<file path="config.mk">
export PLATFORM = sky130hd
export DESIGN_NAME = sync_fifo_param
export DESIGN_NICKNAME = d
export VERILOG_FILES = /design/src/rtl/sync_fifo_param.sv
export SDC_FILE = /design/constraint.sdc
export NUM_CORES = 1
export LEC_CHECK = 0
export BUFFER_PORTS_ARGS = -buffer_cell sky130_fd_sc_hd__buf_2
export CAP_MARGIN = 10
export CORE_MARGIN = 8
export CORE_UTILIZATION = 30
export CTS_BUF_LIST = sky130_fd_sc_hd__clkbuf_4 sky130_fd_sc_hd__clkbuf_8
export CTS_CLUSTER_SIZE = 10
export DETAILED_ROUTE_END_ITERATION = 12
export HOLD_SLACK_MARGIN = 0.1
export PLACE_DENSITY = 0.52
export SLEW_MARGIN = 20
export SYNTH_ARGS = -nofsm -noshare
export SYNTH_HDL_FRONTEND = slang
export SYNTH_SLANG_ARGS = --single-unit
</file>
<file path="constraint.sdc">
create_clock -name clk -period 8.02 [get_ports clk]
set_clock_uncertainty 0.1 [all_clocks]
set_input_delay 1.203 -clock clk [delete_from_list [all_inputs] [get_ports clk]]
set_output_delay 1.203 -clock clk [all_outputs]
set_load 0.1 [all_outputs]
</file>
<file path="src/rtl/sync_fifo_param.sv">
// rtl/sync_fifo_param.sv - parametrised single-clock FIFO with thresholds, error pulses and optional FWFT read
module sync_fifo_param #(
    parameter int DATA_WIDTH = 32,
    parameter int DEPTH      = 16,
    parameter int AF_THRESH  = DEPTH - 2,
    parameter int AE_THRESH  = 2,
    parameter bit FWFT       = 1'b0
) (
    input  logic                       clk,
    input  logic                       reset,
    input  logic                       we,
    input  logic                       re,
    input  logic [DATA_WIDTH-1:0]      data_in,
    output logic [DATA_WIDTH-1:0]      data_out,
    output logic                       full,
    output logic                       empty,
    output logic                       almost_full,
    output logic                       almost_empty,
    output logic [$clog2(DEPTH):0]     count,
    output logic                       overflow,
    output logic                       underflow
);

    localparam int AW = $clog2(DEPTH);
    localparam int CW = AW + 1;
    localparam logic [CW-1:0] DEPTH_C = CW'(DEPTH);
    localparam logic [CW-1:0] AF_C    = CW'(AF_THRESH);
    localparam logic [CW-1:0] AE_C    = CW'(AE_THRESH);

    logic [DATA_WIDTH-1:0] mem_q [DEPTH];
    logic [AW-1:0]         wr_ptr_q, wr_ptr_d;
    logic [AW-1:0]         rd_ptr_q, rd_ptr_d;
    logic [CW-1:0]         count_q, count_d;
    logic                  overflow_q, overflow_d;
    logic                  underflow_q, underflow_d;
    logic                  wr_acc, rd_acc;

    // Every flag is decoded from the occupancy register alone.
    assign full         = (count_q == DEPTH_C);
    assign empty        = (count_q == '0);
    assign almost_full  = (count_q >= AF_C);
    assign almost_empty = (count_q <= AE_C);
    assign count        = count_q;
    assign overflow     = overflow_q;
    assign underflow    = underflow_q;

    always_comb begin
        wr_acc      = we && (!full || re);
        rd_acc      = re && !empty;
        wr_ptr_d    = wr_acc ? wr_ptr_q + AW'(1) : wr_ptr_q;
        rd_ptr_d    = rd_acc ? rd_ptr_q + AW'(1) : rd_ptr_q;
        count_d     = count_q;
        case ({wr_acc, rd_acc})
            2'b10:   count_d = count_q + CW'(1);
            2'b01:   count_d = count_q - CW'(1);
            default: count_d = count_q;
        endcase
        overflow_d  = we && full && !re;
        underflow_d = re && empty;
    end

    always_ff @(posedge clk) begin
        if (reset) begin
            wr_ptr_q    <= '0;
            rd_ptr_q    <= '0;
            count_q     <= '0;
            overflow_q  <= 1'b0;
            underflow_q <= 1'b0;
        end else begin
            wr_ptr_q    <= wr_ptr_d;
            rd_ptr_q    <= rd_ptr_d;
            count_q     <= count_d;
            overflow_q  <= overflow_d;
            underflow_q <= underflow_d;
        end
    end

    // Storage is deliberately left out of reset; stale words are unreachable once the pointers clear.
    always_ff @(posedge clk) begin
        if (!reset && wr_acc) begin
            mem_q[wr_ptr_q] <= data_in;
        end
    end

    generate
        if (FWFT) begin : g_fwft
            assign data_out = mem_q[rd_ptr_q];
        end else begin : g_reg
            logic [DATA_WIDTH-1:0] dout_q;

            always_ff @(posedge clk) begin
                if (reset) begin
                    dout_q <= '0;
                end else if (rd_acc) begin
                    dout_q <= mem_q[rd_ptr_q];
                end
            end

            assign data_out = dout_q;
        end
    endgenerate

endmodule

</file>
Word-level counts from Yosys, hierarchy flattened
Memories as Yosys holds them, arrays and structs flattened. A register that Yosys moved wholly into a read port is not among the register bits.
Cells that the tools add are included.
Widths: inputs -> output; s select.
- output and inout bits: 43
- memory bits (writable): 512
- bits in registers: 15
- bits of input ports: 36
- memories kept: 1
- memories (memory ; depth ; width ; rd ports ; clocked after memory_dff ; wr ports ; line ; source):
    mem_q ; 16 ; 32 ; 1 ; 1 ; 1 ; 30 ; logic [DATA_WIDTH-1:0] mem_q [DEPTH];
- muxes and demuxes: 3
- add/sub/neg operators: 4
- order comparisons: 2
- reductions and logical operators: 13
- equality and inequality tests: 3
- operators by type and width (operator ; number):
    $pmux 5 s2 ; 1
    $add 4x1->4 const B ; 2
    $logic_and 1x1->1 ; 6
    $add 5x1->5 const B ; 1
    $eq 5x5->1 const B ; 1
    $ge 5x4->1 const B ; 1
    $le 5x2->1 const B ; 1
    $logic_not 5->1 ; 1
    $sub 5x1->5 const B ; 1
    $logic_not 1->1 ; 4
    $eq 2x1->1 const B ; 1
    $eq 2x2->1 const B ; 1
    $mux 1 ; 2
    $reduce_bool 2->1 ; 1
    $logic_or 1x1->1 ; 1

Logic depth before layout (Yosys ltp)
Gate-level depths: netlist of run 1.
- depth after elaboration: 7
- depth in mapped cells: 11
- gate-level depth less buffers: 11

Worst setup path before layout of run 1
No wires, ideal clock.
- path kind: register to output
- start: register count_q[1], in the netlist count[1]
- end: output almost_empty
- slack: 1172 ps
- path buffers: 0
- data arrival time: 5545 ps
- cell stages (with the launch flop): 2
- cells stage by stage: dfxtp_1 a2111oi_0
- cells in the longest elaborated chain, start to end: 1
- RTL lines (what ; line ; source):
    start: declaration ; 33 ; logic [CW-1:0] count_q, count_d;
    start signal: assignment ; 72 ; count_q <= count_d;
    $le 5x2->1 ; 42 ; assign almost_empty = (count_q <= AE_C);
    end: declaration ; 18 ; output logic almost_empty,
No other way between the ends.

Final worst setup path of run 1
- start: register count_q[0], in the netlist count[0]
- end: register count_q[4], in the netlist count[4]
- cells in the longest elaborated chain, start to end: 6
- elaborated cells between the ends (all ways): 13
- RTL lines (what ; line ; source):
    $eq 5x5->1 ; 39 ; assign full = (count_q == DEPTH_C);
    $logic_not 1->1 ; 48 ; wr_acc = we && (!full || re);
    $logic_or 1x1->1 ; 48 ;
    $logic_and 1x1->1 ; 48 ;
    $eq 2x1->1 / $eq 2x2->1 (equally long branches) ; 53 ; case ({wr_acc, rd_acc})
    $pmux 5 s2 / $reduce_bool 2->1 (equally long branches) ; -- ;
Several ways; a longest one is shown, not always the timed one.
A chain may end at the register's enable or synchronous reset.

==> flow_results.org, run 1 <==
** Clocking
- Clock transition at path regs :: 0.06 ns
- The tree is rooted in a sky130_fd_sc_hd__clkbuf_8.
- Clock Sink Count :: 559
- The clock passes through at most 3 buffers.
- After clock tree synthesis, the setup repair step added 0 buffers.
- The H-tree was split into 3 levels.
- TritonCTS built the clock tree.
- The number of gates resized after CTS was 0.
- Clock latency on the worst-skew pair :: 0.67 ns
- For this design, the CTS-stage hold fixing added 0 buffers.
- Num CTS Buffers :: 93

** Final layout
- Layout cell share with drive strength beyond 1 :: 0.391
- Total number of nets in the final design :: 1159
- Total of fill cells in the finished design :: 6635
- Growth of design area from synthesis to finish :: 16.3%
- FF/Latch Area :: 16300 um^2
- Area of the multi-input gates :: 4830 um^2

** Timing
- For the finished layout, the period the worst path requires is 3.57 ns.
- Endpoints failing hold :: 0
- Based on the critical path, the design can be clocked at up to 0.280 GHz.
- Total of endpoints with negative setup slack in the final report :: 0
- Setup repair after global routing left no endpoint under its margin.
- Fraction of the cycle the final worst path needs :: 0.446
- Across all setup checks in the final design, the least slack found is 4.45 ns.
- Worst slew pin tran :: 1.04 ns
- Headroom to the max-slew limit came out at 0.309.
- Total negative setup slack :: 0 ns
- Pins Over Slew Limit :: 0

** Detailed routing
- Average via count per standard cell :: 4.59
- Detailed Routing Iterations Pass 1 :: 4
- Drt total wl :: 47800 um
- # DRC :: 0
- After the first detailed-routing iteration, the DRC count stood at 748.
- Routed length per instance :: 22.3 um
- The detail route stage leaves a number of antenna-violating nets equal to 0.
- Via count :: 9837

** Synth
- The commonest cells after synthesis are sky130_fd_sc_hd__edfxtp_1 (512), sky130_fd_sc_hd__mux4_2 (128), sky130_fd_sc_hd__dfxtp_1 (47).
- Synthesis Warnings :: 0
- The synthesized design contains 559 register bits.
- Syn Nets :: 1011
- Cell type with the highest aggregate area in the netlist :: sky130_fd_sc_hd__edfxtp_1
- Of the total synthesized cell area, the portion taken by XOR and XNOR cells is 0.00287.
- Count of distinct cell types in the synthesized netlist :: 41
- The cell area that synthesis handed to floorplanning was 21400 um^2.
- The most common cell in the synthesized netlist is sky130_fd_sc_hd__edfxtp_1.
- Number of flops mapped to enable cells by yosys :: 512
- Area fraction of the dominant cell type after synthesis :: 0.720
- Multiplexer share of the synthesized area :: 0.168
- Main synth FF type :: sky130_fd_sc_hd__edfxtp_1
- Largest family of logic cells by synthesized area :: multiplexers
- The share of the Yosys chip area taken by registers is 0.764.
- By area the synthesized netlist is led by sky130_fd_sc_hd__edfxtp_1 (72%), sky130_fd_sc_hd__mux4_2 (13%), sky130_fd_sc_hd__dfxtp_1 (4.4%), sky130_fd_sc_hd__a22oi_2 (1.8%), sky130_fd_sc_hd__mux2_2 (1.7%).
- The synthesized-area fraction occupied by ao, oa, aoi and oai cells was 0.0287.
- Averaged over all synthesized cells, the footprint is 22.1 um^2.
- The cell count after synthesis came out at 965.
- Proportion of register bits with asynchronous set or reset after synthesis :: 0
- Area share of fa/ha/maj cells after synthesis :: 0.00621
- Of the total synthesized cell area, the portion taken by AND, OR, NAND and NOR gates is 0.0148.

** Floorplanning
- Starting density of the core :: 0.301
- Core area :: 71000 um^2
- Area of the die :: 80000 um^2
- Die Height :: 283 um
- Measured along the x axis, the die boundary spans 283 um.
- I/O pin total :: 79
- After floorplanning, the core was divided into 98 placement rows.

** Worst setup path
- At the worst endpoint, the required time is 8.47 ns.
- STA classifies the critical path endpoint as a flip-flop.
- Startpoint kind of the worst setup timing path :: flip-flop
- Register-to-Register Setup Slack :: 4.45 ns
- FF-to-FF path depth :: 11
- Worst r2r src :: count[0]
- The worst register-to-register path ends at count[4].
- Startpoint-to-endpoint class of the critical path :: reg -> reg
- Of all nets on the critical path, the largest fanout is 6.
- Data arrives at the worst endpoint at 4.02 ns.

** Hold path
- Path category of the worst min-delay check :: reg -> reg
- End point of the worst hold path :: data_out[8]
- Min-delay src :: data_out[8]
- The worst hold path was traced through 2 stages.

** Global routing
- Vias in the first global route :: 10700
- Entering global routing, the biggest net connects 67 pins.
- For this run, the total global-route usage over all layers was measured as 0.121.
- Grt ovf :: 0
- The number of antenna violations at the first check in global routing was 5.
- The first global-routing pass estimated 71200 um of wire.

** Place
- The congestion estimate from routability-driven global placement came to 0.704.
- Buffers placed on the I/O ports in this run total 78.
- Detailed placement finished with a half-perimeter wire length of 25900 um.
- At the placement stage, the worst setup path has a slack of 4.03 ns.

** Outcome
- Result of the run :: complete, no violations

** Power and ir drop
- Worst ir drop on vdd :: 0.216 mV
- Power per standard cell area :: 304 nW/um^2
- Leakage power total :: 7.69 nW

** Job
- Total of max-cap violations :: 0
state kept, by name, summed over array words and instances, names as in the netlist:
signal	flops
count	5
data_out	32
mem_q	512
overflow	1
rd_ptr_q	4
underflow	1
wr_ptr_q	4
metrics by stage:
step | instance area, um^2 | power [W] | hold slack [ns] | instances | utilization
floorplan | 21400 | 0.00479 | 0.382 | 965 | -
global placement | 23000 | 0.00513 | 0.387 | 1968 | 0.323
detailed placement | 23000 | 0.00513 | 0.390 | 1968 | 0.323
CTS | 24800 | 0.00767 | 0.404 | 2141 | 0.350
global route | 24800 | 0.00787 | 0.428 | 2143 | 0.350
finish | 24800 | 0.00754 | 0.399 | 2143 | 0.350
where the power goes:
group	total, W	internal, W	switching, W
Clock	0.00251	0.00140	0.00111
Combinational	0.00163	0.000514	0.00111
Sequential	0.00340	0.00328	0.000117
Total	0.00754	0.00520	0.00234
how the worst max path moves through the flow:
stage               startpoint           end  slack, ns
floorplan             count[1]  almost_empty       1.17
global placement            re      count[4]       4.03
detailed placement          re      count[4]       4.03
CTS                   count[0]      count[4]       4.44
global route          count[0]      count[4]       4.29
finish                count[0]      count[4]       4.45
cell usage in the layout, fill, tap and decap left out, types with 3 or more instances in the layout:
cell	synthesis	routed
sky130_fd_sc_hd__buf_2	6	78
sky130_fd_sc_hd__bufinv_16	0	4
sky130_fd_sc_hd__clkbuf_4	0	34
sky130_fd_sc_hd__nor2_4	1	13
sky130_fd_sc_hd__a21oi_1	6	6
sky130_fd_sc_hd__nand3_1	5	5
sky130_fd_sc_hd__clkbuf_8	0	96
sky130_fd_sc_hd__o21ai_0	3	3
sky130_fd_sc_hd__clkinvlp_4	0	3
sky130_fd_sc_hd__xnor2_1	3	3
sky130_fd_sc_hd__dfxtp_1	47	44
sky130_fd_sc_hd__clkinv_2	0	9
sky130_fd_sc_hd__dfxtp_4	0	3
sky130_fd_sc_hd__edfxtp_1	512	512
sky130_fd_sc_hd__nor2_1	28	16
sky130_fd_sc_hd__nand2_1	9	9
sky130_fd_sc_hd__clkinv_1	0	25
sky130_fd_sc_hd__mux2i_1	34	34
sky130_fd_sc_hd__mux2_2	33	33
sky130_fd_sc_hd__o21ai_1	30	30
sky130_fd_sc_hd__xor2_1	4	4
sky130_fd_sc_hd__a22oi_2	30	30
sky130_fd_sc_hd__mux4_2	128	128
sky130_fd_sc_hd__inv_1	7	7
sky130_fd_sc_hd__buf_4	11	26
sky130_fd_sc_hd__nor3_2	0	4
sky130_fd_sc_hd__ha_1	9	9
worst max-delay path, stage by stage (launching register included):
cell and delay, ns:
sky130_fd_sc_hd__dfxtp_1 0.35, sky130_fd_sc_hd__or4_4 0.58, sky130_fd_sc_hd__or3_1 0.41, sky130_fd_sc_hd__nand2_1 0.19, sky130_fd_sc_hd__ha_1 0.25, sky130_fd_sc_hd__inv_1 0.10, sky130_fd_sc_hd__fa_1 0.39, sky130_fd_sc_hd__nor2b_1 0.17
sky130_fd_sc_hd__o21ai_0 0.13, sky130_fd_sc_hd__nand3_1 0.10, sky130_fd_sc_hd__or3b_2 0.44, sky130_fd_sc_hd__mux2_2 0.27
cell families (layout without fill, tap and decap cells):
group / after synthesis / count (layout)
buf+inv: 58 / 284
flops: 559 / 559
mux: 195 / 195
other cells: 0 / 2
fa+ha+maj: 10 / 10
simple gates: 62 / 62
compound gates: 74 / 74
xor+xnor: 7 / 7
layer usage:
layer  routed length [um]  track usage  vias to the layer above
met5                    0            0                        -
met4                  972       0.0354                        0
met3                 1770       0.0279                       78
met2                24000        0.203                      180
met1                21100        0.157                     5235
li1                     -            -                     4344
area by class of cell:
cell class | count | share of cell area
Clock buffer | 130 | 0.0635
Tap cell | 950 | 0.0479
Antenna cell | 2 | 0.000202
Clock inverter | 43 | 0.0121
Inverter | 7 | 0.00106
Multi-Input combinational cell | 348 | 0.194
Sequential cell | 559 | 0.657
Timing Repair Buffer | 104 | 0.0236
(Power assumes the default switching activity.)
==> inputs of run 2 (changes only) <==
==> constraint.sdc (replaced) <==
create_clock -name clk -period 3.4 [get_ports clk]
set_clock_uncertainty 0.1 [all_clocks]
set_input_delay 0.51 -clock clk [delete_from_list [all_inputs] [get_ports clk]]
set_output_delay 0.51 -clock clk [all_outputs]
set_load 0.1 [all_outputs]
==> run 2 against run 1 <==
  * Sequential cell count is the same
  * Via count grew 3.0%
  * Critical path type unchanged
  * Critical endpoint unchanged
  * Count of clock-buffer cells in the layout shrank 7
  * Global-route usage is essentially flat
  * Highest routed layer is now met5
==> flow_results.org, run 2 (synthesis gave the netlist of run 1 again) <==
** Outcome
- The run finished with clean final reports.

** Place
- Routability-driven placement congestion ratio :: 0.718 (+2.0%)
- The number of cells in the design after placement was 1986 (+0.91%).
- The quantity of I/O buffers inserted on ports is 78 (unchanged).
- The HPWL reported at the end of detailed placement is 27600 um (+6.6%).

** Global routing
- The met3 routing resource usage after global routing is 0.0247 (-0.00321).
- The total routing resource utilization after global routing came to 0.121 (-0.000432).
- Maximum number of pins on one net before global-route repair :: 38 (-43%)
- met2 is the most crowded layer.
- Initial antenna violation count :: 1 (-4)
- Global-route met2 utilization :: 0.194 (-0.00910)
- The met1 track demand over resource was 0.164 (+0.00717).
- Wire length of the first global-routing pass :: 71800 um (+0.82%)
- Grt ovf :: 0 (unchanged)
- The via count of the first global-routing pass came to 11100 (+3.7%).

** Power and ir drop
- Worst ir drop on vdd :: 0.996 mV (+360%)
- The overall power of the completed layout was 0.0177 W (+140%).
- The leakage power figure is 7.95 nW (+3.3%).
- The power density over the cells is 695 nW/um^2 (+130%).

** Detailed routing
- The average wire per standard cell is 21.9 um (-1.7%).
- Drt total wl :: 47900 um (+0.15%)
- The final routed DRC violation total was 0 (unchanged).
- Number of nets with antenna violations after detailed routing :: 0 (unchanged)
- Average via count per standard cell :: 4.64 (+1.1%)
- The routed via count was 10100 (+3.0%).
- The number of DRC markers in iteration 0 was 741 (-0.94%).
- The iteration count of the initial detailed-routing pass is 6 (+2).

** Final layout
- Filler-free cell count of the finished design :: 2183 (+1.9%)
- The antenna diode instance count was 0 (-2).
- Compared with the post-synthesis result, the final layout area differs by 19.6%.
- Reg with most FFs :: mem_q
- Leading cell type in the layout, fill and taps excluded :: sky130_fd_sc_hd__edfxtp_1
- The library cells used most frequently in the layout, excluding fill and tap cells, are sky130_fd_sc_hd__edfxtp_1 (512), sky130_fd_sc_hd__mux4_2 (128), sky130_fd_sc_hd__clkbuf_8 (95).
- The layout net count came to 1209 (+4.3%).
- Max reg flops :: 512 (unchanged)
- The fraction of layout cells with a size suffix above 1 is 0.399 (+0.00776).

** Hold path
- Path category of the worst min-delay check :: in -> reg

** Floorplanning
- The die footprint is 80000 um^2 (unchanged).
- The number of top-level design ports came to 79 (unchanged).
- Horizontal die dimension :: 283 um (unchanged)
- Starting density of the core :: 0.301 (unchanged)
- Die Height :: 283 um (unchanged)
- Number of rows in the core area :: 98 (unchanged)
- Core area :: 71000 um^2 (unchanged)

** Timing
- Setup repair after global routing left no endpoint under its margin.
- Post-layout minimum cycle time :: 3.28 ns (-0.293 ns)
- The number of hold-slack violations in the final timing report is 0 (unchanged).
- Total of endpoints with negative setup slack in the final report :: 0 (unchanged)
- The number of max-slew violations in the final report is 0 (unchanged).
- Fraction of the cycle the final worst path needs :: 0.965 (+0.519)
- Hold slack :: 0.168 ns (-0.231 ns)
- Highest attainable clock frequency :: 0.305 GHz (+8.9%)
- The normalized max-slew margin was 0.299 (-0.0103).
- The pin slew with the least headroom to its limit came to 1.05 ns (+0.0120 ns).
- Total negative setup slack :: 0 ns (unchanged)

** Clocking
- Largest buffer count on any clock path :: 3 (unchanged)
- The clock buffer count from CTS was 92 (-1.1%).
- Clock transition at path regs :: 0.06 ns (about the same)
- The CTS H-tree depth was 3 (unchanged).
- Clock tree root buffer cell :: sky130_fd_sc_hd__clkbuf_8
- Post-CTS Setup Inserts :: 0 (unchanged)
- Clock latency on the worst-skew pair :: 0.67 ns (about the same)
- CTS tree :: done
- Clock Sink Count :: 559 (unchanged)

** Worst setup path
- The worst setup path is launched from a flip-flop.
- Worst Setup End Kind :: flip-flop
- The worst setup path is of the reg -> reg kind.
- Worst-path maximum fanout :: 6 (unchanged)
- Signal arrival time at the worst endpoint :: 3.73 ns (-0.29 ns)
- The required time at the worst-slack endpoint is 3.85 ns (-4.62 ns).

** Job
- Total of max-cap violations :: 0 (unchanged)
[run 2: worst paths after layout]
check	start	to	slack, ns	cells after the start
setup / recovery	count[0]	count[4]	0.12	11
hold reg to reg	data_out[21]	data_out[21]	0.40	2
setup reg to reg	count[0]	count[4]	0.12	11
hold / removal	data_in[20]	mem_q[11][20]	0.17	1
[run 2: repair_timing]
item / in CTS / in global routing
hold buffers: 33 / 0
hold endpoints to repair: 460 / 0
endpoints found under the setup margin: 0 / 1
gates resized for setup: 0 / 2
[run 2: cell type report]
type	count	area, um^2
well taps	950	1190
clock inverters	41	262
clock buffers	123	1520
fillers	6580	45500
inverters	7	26.3
repair buffers	155	1330
flip-flops and latches	559	16300
multi-input cells	348	4870
[run 2: metal layers]
| metal | routed length (um) | vias up |
|---|---|---|
| met5 | 13 | - |
| met4 | 849 | 2 |
| met3 | 2110 | 65 |
| met2 | 23200 | 218 |
| met1 | 21800 | 5415 |
| li1 | - | 4433 |
[run 2: worst max-delay path, stage by stage, from the launching register on]
cell and delay (ns):
sky130_fd_sc_hd__dfxtp_4 0.36, sky130_fd_sc_hd__or4_4 0.54, sky130_fd_sc_hd__or3_4 0.35, sky130_fd_sc_hd__nand2_2 0.09, sky130_fd_sc_hd__ha_2 0.21, sky130_fd_sc_hd__inv_1 0.08, sky130_fd_sc_hd__fa_1 0.39, sky130_fd_sc_hd__nor2b_2 0.15
sky130_fd_sc_hd__o21ai_1 0.09, sky130_fd_sc_hd__nand3_1 0.09, sky130_fd_sc_hd__or3b_2 0.45, sky130_fd_sc_hd__mux2_2 0.28
[run 2: stage by stage]
step	instance area, um^2	worst slack, ns	utilization
after floorplan	21400	0.0163	-
after global placement	23300	0.0670	0.328
after detailed placement	23400	0.0747	0.330
after CTS	25500	0.0602	0.360
after global routing	25500	0.00460	0.360
final	25500	0.118	0.360
[run 2: report_power, final]
part / switching, W / internal [W] / total, W
clock network: 0.00262 / 0.00307 / 0.00569
registers: 0.000249 / 0.00776 / 0.00801
logic: 0.00271 / 0.00134 / 0.00405
total: 0.00558 / 0.0122 / 0.0177
==> inputs of run 3 (changes only) <==
--- a/config.mk
+++ b/config.mk
@@ -12,8 +12,10 @@
 export CTS_BUF_LIST = sky130_fd_sc_hd__clkbuf_4 sky130_fd_sc_hd__clkbuf_8
 export CTS_CLUSTER_SIZE = 10
 export DETAILED_ROUTE_END_ITERATION = 12
+export GPL_TIMING_DRIVEN = 0
 export HOLD_SLACK_MARGIN = 0.1
 export PLACE_DENSITY = 0.52
+export SKIP_CTS_REPAIR_TIMING = 1
 export SLEW_MARGIN = 20
 export SYNTH_ARGS = -nofsm -noshare
 export SYNTH_HDL_FRONTEND = slang
==> run 3 against run 2 <==
  * Core utilization increased by 0.88 points
  * Final area grew 2.4%
  * Worst hold slack got worse by 0.040 ns
  * Total power is 4.3% higher
  * Register-to-register slack hardly changed
  * Via count grew 1.9%
  * Sequential power down 0.7%
  * Largest cell class unchanged
==> flow_results.org, run 3 (synthesis gave the netlist of run 1 again) <==
** Hold path
- The min-delay analysis places its worst path in the category in -> reg.
- The hold-critical path depth was 1 (unchanged).
- The worst hold path begins at data_in[21].
- End point of the worst hold path :: mem_q[9][21]

** Place
- The quantity of I/O buffers inserted on ports was 78 (unchanged).
- Placed Cells incl. Taps :: 2028 (+2.1%)
- The routability-driven placement congestion ratio is 0.687 (-4.3%).
- Worst slack at placement :: -0.0901 ns (-0.165 ns)
- Post-detail-place hpwl :: 33400 um (+21%)
- Placed inst area :: 23900 um^2 (+1.9%)

** Timing
- Endpoints failing hold :: 0 (unchanged)
- The maximum clock rate came to 0.305 GHz (+0.24%).
- Fraction of the cycle the final worst path needs :: 0.963 (-0.00236)
- The pin slew with the least headroom to its limit is 1.10 ns (+0.0557 ns).
- Setup repair after global routing left no endpoint under its margin.
- Pins Over Slew Limit :: 0 (unchanged)
- Slew Limit Headroom :: 0.264 (-0.0349)
- Hold slack :: 0.128 ns (-0.0401 ns)
- Post-layout worst setup margin :: 0.126 ns (+0.00801 ns)
- The final period demand of the worst path was 3.27 ns (-0.00801 ns).
- Total of endpoints with negative setup slack in the final report :: 0 (unchanged)

** Power and ir drop
- Worst ir drop on vdd :: 1.23 mV (+23%)
- The leakage power figure was 8.25 nW (+3.7%).
- Power per standard cell area :: 708 nW/um^2 (+1.8%)

** Clocking
- The CTS H-tree depth was 3 (unchanged).
- Clock transition at path regs :: 0.06 ns (about the same)
- The number of buffers on the longest clock path came to 3 (unchanged).
- Clock tree synthesis selected as its root buffer the cell sky130_fd_sc_hd__clkbuf_8.
- The count of clock tree sinks was 559 (unchanged).
- CTS tree :: done
- Clock latency on the worst-skew pair :: 0.67 ns (about the same)
- Num CTS Buffers :: 93 (+1.1%)

** Detailed routing
- The routed via count is 10300 (+1.9%).
- The antenna violation net count after detailed routing came to 0 (unchanged).
- The total routed wirelength is 50900 um (+6.3%).
- Routed length per instance :: 22.9 um (+4.3%)
- Detailed Routing Iterations Pass 1 :: 5 (-1)
- The final routed DRC violation total came to 0 (unchanged).
- The number of DRC markers in iteration 0 came to 701 (-5.4%).
- The via-per-instance ratio came to 4.64 (about the same).

** Global routing
- Grt ovf :: 0 (unchanged)
- The number of antenna violations at the first check in global routing is 1 (unchanged).
- Vias in the first global route :: 11100 (-0.081%)
- Total routing usage reported by global routing :: 0.128 (+0.00704)
- The maximum number of pins on one net before global-route repair came to 18 (-53%).
- Wire length of the first global-routing pass :: 74100 um (+3.1%)

** Final layout
- Final non-filler cell area :: 26200 um^2 (+2.4%)
- Filler-free cell count of the finished design :: 2225 (+1.9%)
- The antenna diode instance count was 0 (unchanged).
- Max reg flops :: 512 (unchanged)
- The fraction of layout cells with a size suffix above 1 is 0.421 (+0.0221).
- The area used by multi-input combinational logic came to 4890 um^2 (+0.36%).
- The sequential cell area is 16300 um^2 (about the same).
- Total number of nets in the final design :: 1240 (+2.6%)
- Total of fill cells in the finished design :: 6511 (-1.0%)
- Growth of design area from synthesis to finish :: 22.5%
- Reg with most FFs :: mem_q
- Leading cell type in the layout, fill and taps excluded :: sky130_fd_sc_hd__edfxtp_1
- Most used cells in the layout excluding fill and tap cells :: sky130_fd_sc_hd__edfxtp_1 (512), sky130_fd_sc_hd__mux4_2 (128), sky130_fd_sc_hd__clkbuf_8 (115)

** Worst setup path
- Worst r2r src :: count[2]
- The required time at the worst-slack endpoint is 3.85 ns (about the same).
- The slack of the worst reg-to-reg path is 0.13 ns (about the same).
- The maximum net fanout on the critical path was 6 (unchanged).
- The critical path in this run is classified as reg -> reg.
- The worst-case reg-to-reg path depth is 11 (unchanged).
- The worst setup path is launched from a flip-flop.
- The arrival time reported for the critical path endpoint came to 3.72 ns (about the same).
- Worst Setup End Kind :: flip-flop
- Critical register-to-register path endpoint :: count[4]

** Floorplanning
- The vertical die dimension came to 283 um (unchanged).
- Horizontal die dimension :: 283 um (unchanged)
- I/O pin total :: 79 (unchanged)
- The initial standard-cell utilization of the core is 0.301 (unchanged).
- The die footprint came to 80000 um^2 (unchanged).
- Core area :: 71000 um^2 (unchanged)
- Number of rows in the core area :: 98 (unchanged)

** Job
- Total of max-cap violations :: 0 (unchanged)

** Outcome
- Result of the run :: complete, no violations
## run 3: worst max-delay path by stage
| stage | from | end | slack [ns] | cells past startpoint |
|---|---|---|---|---|
| 2_1_floorplan | count[0] | count[4] | 0.02 | 11 |
| 3_3_place_gp | reset | mem_q[8][19] | -1.80 | 5 |
| 3_5_place_dp | count[0] | count[4] | -0.09 | 11 |
| 4_1_cts | count[0] | count[4] | -0.11 | 11 |
| 5_1_grt | count[2] | count[4] | 0.002 | 11 |
| 6_report | count[2] | count[4] | 0.13 | 11 |
## run 3: per-stage QoR
| step | power (W) | TNS [ns] | utilization |
|---|---|---|---|
| after floorplan | 0.0113 | 0 | - |
| after global placement | 0.0123 | -805.05 | 0.324 |
| after detailed placement | 0.0124 | -0.0901 | 0.336 |
| after CTS | 0.0187 | -0.107 | 0.365 |
| after global routing | 0.0193 | 0 | 0.369 |
| final | 0.0185 | 0 | 0.369 |
## run 3: critical path, cell delays in order, from the launching register on
cell                      delay, ns
sky130_fd_sc_hd__dfxtp_4       0.36
sky130_fd_sc_hd__or4_4         0.56
sky130_fd_sc_hd__or3_4         0.42
sky130_fd_sc_hd__nand2_4       0.10
sky130_fd_sc_hd__ha_4          0.16
sky130_fd_sc_hd__inv_1         0.08
sky130_fd_sc_hd__fa_2          0.36
sky130_fd_sc_hd__nor2b_2       0.14
sky130_fd_sc_hd__o21ai_1       0.08
sky130_fd_sc_hd__nand3_1       0.08
sky130_fd_sc_hd__or3b_2        0.45
sky130_fd_sc_hd__mux2_2        0.28
## run 3: routing by layer
| metal | vias to the layer above | GRT usage | wire length (um) |
|---|---|---|---|
| met5 | - | 0 | 13 |
| met4 | 2 | 0.0335 | 928 |
| met3 | 76 | 0.0338 | 2590 |
| met2 | 240 | 0.207 | 24400 |
| met1 | 5499 | 0.170 | 22900 |
| li1 | 4506 | - | - |
## run 3: cell type report
| cell class | count | area share |
|---|---|---|
| Tap cell | 950 | 0.0454 |
| Inverter | 7 | 0.00100 |
| Clock inverter | 15 | 0.00497 |
| Multi-Input combinational cell | 348 | 0.187 |
| Buffer | 51 | 0.0114 |
| Timing Repair Buffer | 134 | 0.0526 |
| Sequential cell | 559 | 0.624 |
| Clock buffer | 161 | 0.0737 |
## run 3: power by group
group          switching [W]  internal [W]
combinational        0.00286       0.00138
clock                0.00263       0.00371
sequential          0.000195       0.00775
total                0.00568        0.0128
